File: src/rtl/sbp_lookup_sched.sv
// Merges lookup requests and queued table updates onto the lookup engine's
// single input slot; lookups win, but a burst limit forces pending updates through.
module sbp_lookup_sched #(
  parameter int STAGE_ID_BITS    = 6,
  parameter int LOCATION_BITS    = 11,
  parameter int UPD_FIFO_DEPTH   = 16,
  parameter int MAX_LOOKUP_BURST = 8,
  parameter int PIPE_LATENCY     = 34
) (
  input  logic                                clk,
  input  logic                                rst,
  input  logic                                lk_valid_i,
  output logic                                lk_ready_o,
  input  logic [31:0]                         lk_ip_addr_i,
  input  logic                                upd_valid_i,
  output logic                                upd_ready_o,
  input  logic [STAGE_ID_BITS-1:0]            upd_stage_id_i,
  input  logic [LOCATION_BITS-1:0]            upd_location_i,
  input  logic [31:0]                         upd_ip_addr_i,
  input  logic [5:0]                          upd_length_i,
  input  logic [STAGE_ID_BITS-1:0]            upd_childs_stage_id_i,
  input  logic [LOCATION_BITS-1:0]            upd_childs_location_i,
  input  logic [1:0]                          upd_childs_lr_i,
  output logic                                lookup_o,
  output logic [31:0]                         ip_addr_o,
  output logic                                upd_o,
  output logic [STAGE_ID_BITS-1:0]            upd_stage_id_o,
  output logic [LOCATION_BITS-1:0]            upd_location_o,
  output logic [31:0]                         upd_ip_addr_o,
  output logic [5:0]                          upd_length_o,
  output logic [STAGE_ID_BITS-1:0]            upd_childs_stage_id_o,
  output logic [LOCATION_BITS-1:0]            upd_childs_location_o,
  output logic [1:0]                          upd_childs_lr_o,
  output logic [$clog2(UPD_FIFO_DEPTH):0]     upd_count_o,
  output logic                                upd_idle_o
);

  localparam int PTR_W   = $clog2(UPD_FIFO_DEPTH);
  localparam int CNT_W   = $clog2(UPD_FIFO_DEPTH) + 1;
  localparam int BURST_W = (MAX_LOOKUP_BURST > 0) ? $clog2(MAX_LOOKUP_BURST + 1) : 1;
  localparam int INFL_W  = (PIPE_LATENCY > 0) ? $clog2(PIPE_LATENCY + 1) : 1;

  localparam logic [CNT_W-1:0]   DEPTH_C   = CNT_W'(UPD_FIFO_DEPTH);
  localparam logic [BURST_W-1:0] BURST_MAX = BURST_W'(MAX_LOOKUP_BURST);
  localparam logic [INFL_W-1:0]  INFL_LOAD = INFL_W'(PIPE_LATENCY);

  typedef struct packed {
    logic [STAGE_ID_BITS-1:0] stage_id;
    logic [LOCATION_BITS-1:0] location;
    logic [31:0]              ip_addr;
    logic [5:0]               length;
    logic [STAGE_ID_BITS-1:0] childs_stage_id;
    logic [LOCATION_BITS-1:0] childs_location;
    logic [1:0]               childs_lr;
  } upd_entry_t;

  upd_entry_t fifo_mem [UPD_FIFO_DEPTH];

  logic [PTR_W-1:0]   wr_ptr;
  logic [PTR_W-1:0]   rd_ptr;
  logic [CNT_W-1:0]   count;
  logic [CNT_W-1:0]   count_nxt;
  logic [BURST_W-1:0] burst_cnt;
  logic [BURST_W-1:0] burst_nxt;
  logic [INFL_W-1:0]  inflight_cnt;
  logic [INFL_W-1:0]  inflight_nxt;
  logic               idle_nxt;

  logic               fifo_nonempty;
  logic               force_upd;
  logic               push;
  logic               lk_issue;
  logic               upd_issue;
  upd_entry_t         wr_entry;
  upd_entry_t         head_entry;

  logic               lk_vld_p1;
  logic               upd_vld_p1;
  logic [31:0]        ip_addr_p1;
  upd_entry_t         upd_data_p1;
  logic               idle_p1;

  assign fifo_nonempty = (count != '0);
  // Burst counter saturates at the limit, so equality is the "limit reached" test.
  assign force_upd     = fifo_nonempty && (burst_cnt == BURST_MAX);
  assign lk_ready_o    = rst && !force_upd;
  assign upd_ready_o   = rst && (count < DEPTH_C);

  assign push      = upd_valid_i && upd_ready_o;
  assign lk_issue  = lk_valid_i && lk_ready_o;
  assign upd_issue = !lk_issue && fifo_nonempty;

  assign wr_entry = '{
    stage_id:        upd_stage_id_i,
    location:        upd_location_i,
    ip_addr:         upd_ip_addr_i,
    length:          upd_length_i,
    childs_stage_id: upd_childs_stage_id_i,
    childs_location: upd_childs_location_i,
    childs_lr:       upd_childs_lr_i
  };
  assign head_entry = fifo_mem[rd_ptr];

  always_comb begin
    count_nxt    = count;
    burst_nxt    = burst_cnt;
    inflight_nxt = inflight_cnt;

    if (push && !upd_issue) begin
      count_nxt = count + {{(CNT_W-1){1'b0}}, 1'b1};
    end else if (!push && upd_issue) begin
      count_nxt = count - {{(CNT_W-1){1'b0}}, 1'b1};
    end

    if (upd_issue || !fifo_nonempty) begin
      burst_nxt = '0;
    end else if (lk_issue && (burst_cnt != BURST_MAX)) begin
      burst_nxt = burst_cnt + {{(BURST_W-1){1'b0}}, 1'b1};
    end

    if (upd_issue) begin
      inflight_nxt = INFL_LOAD;
    end else if (inflight_cnt != '0) begin
      inflight_nxt = inflight_cnt - {{(INFL_W-1){1'b0}}, 1'b1};
    end

    idle_nxt = (count_nxt == '0) && (inflight_nxt == '0);
  end

  // Storage is data-only; occupancy tracking decides what is valid.
  always_ff @(posedge clk) begin
    if (push) begin
      fifo_mem[wr_ptr] <= wr_entry;
    end
  end

  always_ff @(posedge clk or negedge rst) begin
    if (!rst) begin
      wr_ptr       <= '0;
      rd_ptr       <= '0;
      count        <= '0;
      burst_cnt    <= '0;
      inflight_cnt <= '0;
    end else begin
      if (push) begin
        wr_ptr <= wr_ptr + {{(PTR_W-1){1'b0}}, 1'b1};
      end
      if (upd_issue) begin
        rd_ptr <= rd_ptr + {{(PTR_W-1){1'b0}}, 1'b1};
      end
      count        <= count_nxt;
      burst_cnt    <= burst_nxt;
      inflight_cnt <= inflight_nxt;
    end
  end

  // Stage p1: registered engine slot, exactly one of lookup/update or neither.
  always_ff @(posedge clk or negedge rst) begin
    if (!rst) begin
      lk_vld_p1   <= 1'b0;
      upd_vld_p1  <= 1'b0;
      ip_addr_p1  <= '0;
      upd_data_p1 <= '0;
      idle_p1     <= 1'b1;
    end else begin
      lk_vld_p1   <= lk_issue;
      upd_vld_p1  <= upd_issue;
      ip_addr_p1  <= lk_issue ? lk_ip_addr_i : 32'd0;
      upd_data_p1 <= upd_issue ? head_entry : '0;
      idle_p1     <= idle_nxt;
    end
  end

  assign lookup_o              = lk_vld_p1;
  assign upd_o                 = upd_vld_p1;
  assign ip_addr_o             = ip_addr_p1;
  assign upd_stage_id_o        = upd_data_p1.stage_id;
  assign upd_location_o        = upd_data_p1.location;
  assign upd_ip_addr_o         = upd_data_p1.ip_addr;
  assign upd_length_o          = upd_data_p1.length;
  assign upd_childs_stage_id_o = upd_data_p1.childs_stage_id;
  assign upd_childs_location_o = upd_data_p1.childs_location;
  assign upd_childs_lr_o       = upd_data_p1.childs_lr;
  assign upd_count_o           = count;
  assign upd_idle_o            = idle_p1;

endmodule

File: config.mk
export PLATFORM = sky130hd
export DESIGN_NAME = sbp_lookup_sched
export DESIGN_NICKNAME = d
export VERILOG_FILES = /design/src/rtl/sbp_lookup_sched.sv
export SDC_FILE = /design/constraint.sdc
export NUM_CORES = 1
export LEC_CHECK = 0
export ABC_CLOCK_PERIOD_IN_PS = 7100
export CAP_MARGIN = 20
export CORE_MARGIN = 1
export CORE_UTILIZATION = 54
export CTS_CLUSTER_SIZE = 25
export DETAILED_ROUTE_END_ITERATION = 6
export PLACE_DENSITY = 0.75
export SETUP_SLACK_MARGIN = 0.2
export SYNTH_ARGS = -nofsm -noshare
export SYNTH_HDL_FRONTEND = slang
export SYNTH_SLANG_ARGS = --single-unit
File: constraint.sdc
create_clock -name clk -period 7.1 [get_ports clk]
set_input_delay 1.42 -clock clk [delete_from_list [all_inputs] [get_ports clk]]
set_output_delay 1.42 -clock clk [all_outputs]
set_load 0.01 [all_outputs]
==> impl_metrics.csv <==
group,metric,value,unit
worst_setup_path,r2r-start,"upd_count_o[4]$_DFF_PN0_",
timing,slew_headroom,0.271,
timing,fmax,0.213,GHz
power,leakagePower,18.6,nW
drt,ant_nets,0,
drt,wire_per_inst,29.2,um
worst_setup_path,reg2regPathDepth,4,
worst_setup_path,r2r_setup_slack,3.79,ns
hold_path,hold_path_class,"reg2reg",
worst_setup_path,crit_path_end_kind,"output pin",
logic_synthesis,synth_cell_types,45,
logic_synthesis,syn_avg_cell_area,24.3,sq um
global_route,antenna_found_initial,5,
clock_network,holdBufCountCts,0,
drt,vias,22200,
hold_path,hold_depth,1,
timing,fin_setup_tns,0,ns
timing,setup_viol,0,
die,die_w,304,um
clock_network,clockBufferDepth,3,
clock_network,cts_buffers,131,
timing,period_needed,4.70,ns
power,p_per_area,379,mW/mm^2
timing,worstMarginPinSlew,1.09,ns
clock_network,clock_latency,0.74,ns
finish,fin_nets,2443,
clock_network,clock-sinks,1316,
finish,fin_util,0.637,
timing,finalMaxSlewViolations,0,
die,dieArea,0.0923,sq mm
placed_design,io_buffers,225,
worst_setup_path,critPathKind,"reg2out",
global_route,grt-ovfl-total,0,
worst_setup_path,cp_max_fo,34,
global_route,grt_max_degree,147,
global_route,grt_pass1_vias,23600,
clock_network,cts_root_buf,"clkbuf_16",
power,ir_drop,0.354,mV
clock_network,clk_transition_reported_paths,0.06,ns
placed_design,place.detailed.hpwl,54.7,mm
timing,rsz0062_at_grt,"no",
drt,totalWireLength,105,mm
status,run_status,"finished, final reports clean",
logic_synthesis,ys_ff_latch,1316,
finish,fill_cells,5640,
clock_network,postCtsSetupBuffers,0,
hold_path,min-delay-start,"burst_cnt[0]$_DFFE_PN0P_",
timing,holdWs,0.490,ns
placed_design,finalWeightedCongestion,0.829,
drt,viasPerCell,6.16,
worst_setup_path,worstPathRequired,5.68,ns
flow_run,drv_cap,0,
timing,final-hold-violation-count,0,
drt,drc,0,
timing,min_period_over_period,0.662,
worst_setup_path,arrival,3.28,ns
die,die_h,304,um
drt,drtPass1Iterations,5,
logic_synthesis,async_flop_share,0.100,
clock_network,cts_tree,"done",
logic_synthesis,ys.flop_type,"edfxtp_1",
die,rows,110,
drt,drt_iter0_drc,2384,
die,start_util,0.546,
logic_synthesis,synth_area,0.0492,sq mm
worst_setup_path,start_kind,"flip-flop",
timing,skew,0.0189,ns
worst_setup_path,reg2reg_to,"fifo_mem[7][7]$_DFFE_PP_",
logic_synthesis,ys_seq_area_frac,0.790,
finish,drive_gt1_frac,0.267,
clock_network,cts_resized,0,
die,io_pins,226,
hold_path,hold-path-endpoint,"burst_cnt[0]$_DFFE_PN0P_",
logic_synthesis,ys_warn_count,0,
logic_synthesis,synthCells,2022,
power,power,21.7,mW
finish,area_growth,16.8,%
finish,layout_common_cells,"1184 x edfxtp_1, 370 x mux4_2, 224 x clkdlybuf4s50_1, 131 x clkbuf_16, 127 x dfrtp_1",
global_route,globalRouteTotalUtil,0.235,
die,core-area,0.0901,sq mm
logic_synthesis,synth_edf_count,1184,
global_route,grt_pass1_wl,157,mm
finish,mostFrequentLayoutCell,"edfxtp_1",
logic_synthesis,synth.net_count,2144,
clock_network,htreeDepth,4,
flip-flops by register name (all words and copies together), names as in the netlist, 5 cells and up:
register	flops
upd_ip_addr_o	32
upd_childs_stage_id_o	6
upd_location_o	11
upd_length_o	6
inflight_cnt	6
upd_stage_id_o	6
fifo_mem	1184
upd_childs_location_o	11
ip_addr_o	32
upd_count_o	5
final cells by class:
class                      count  area, sq um  area share
clock buffer                 169         3570      0.0622
antenna                        3         7.51    0.000131
tap                         1176         1470      0.0256
clock inverter                72          858      0.0149
inverter                      10         37.5    0.000654
multi-input combinational    594         9940       0.173
timing repair buffer         268         2660      0.0464
sequential                  1316        38900       0.677
critical path, stage by stage, from the launching register on:
cell and delay, ns:
dfrtp_1 0.45, inv_1 0.15, ha_1 0.16, nor4b_4 0.32
o21a_1 0.77, clkdlybuf4s50_1 0.68
cells in the mapped netlist, drive strengths merged, types with 2 or more instances:
master | count | area share
a31o | 2 | 0.00036
buf | 45 | 0.0054
nand3b | 2 | 0.00056
nand3 | 3 | 0.00031
mux2i | 2 | 0.00041
xnor2 | 13 | 0.0023
and3 | 34 | 0.0044
mux4 | 370 | 0.17
nor3 | 7 | 0.00071
edfxtp | 1184 | 0.72
dfrtp | 131 | 0.067
nand4 | 4 | 0.00051
o21ai | 4 | 0.00041
inv | 10 | 0.00076
and2 | 76 | 0.0097
clkbuf | 57 | 0.0044
nor2 | 26 | 0.0020
nand2b | 3 | 0.00038
nand2 | 18 | 0.0014
xor2 | 3 | 0.00053
ha | 12 | 0.0031
worst max-delay path by stage:
stage / startpoint / cells after the start / to / slack [ns]
6_report: upd_count_o[1]$_DFF_PN0_ / 5 / lk_ready_o / 2.40
5_1_grt: upd_count_o[1]$_DFF_PN0_ / 5 / lk_ready_o / 2.24
4_1_cts: upd_count_o[1]$_DFF_PN0_ / 5 / lk_ready_o / 2.38
3_5_place_dp: lk_valid_i / 7 / upd_idle_o$_DFF_PN1_ / 2.26
3_3_place_gp: lk_valid_i / 7 / upd_idle_o$_DFF_PN1_ / 2.50
2_1_floorplan: upd_valid_i / 4 / fifo_mem[7][0]$_DFFE_PP_ / 1.52
stage by stage:
step / std cells / setup WS [ns] / cell area (sq um)
3_5_place_dp: 3364 / 2.26 / 53000
3_3_place_gp: 3363 / 2.50 / 53000
6_report: 3608 / 2.40 / 57400
2_1_floorplan: 2022 / 1.52 / 49200
4_1_cts: 3605 / 2.38 / 57400
5_1_grt: 3606 / 2.24 / 57400
kinds of logic after synthesis:
logic type	after synthesis	share of synthesized area
fa+ha+maj	12	0.00305
xor+xnor	16	0.00285
flops	1316	0.790
compound gates	14	0.00216
simple gates	180	0.0215
buf+inv	112	0.0105
mux	372	0.170
metal layers:
metal	routed length (um)	GRT usage	vias to the layer above
met3	7850	0.0438	150
met2	54100	0.392	1016
li1	-	-	9119
met5	34	0	-
met1	41300	0.321	12000
met4	2150	0.0673	4
power breakdown:
part	switching [mW]	internal (mW)	total, mW
combinational	2.46	2.90	5.36
sequential	0.380	8.98	9.36
clock	2.94	4.08	7.02
total	5.78	16.0	21.7
No activity file was read; power rests on OpenSTA's default activity.
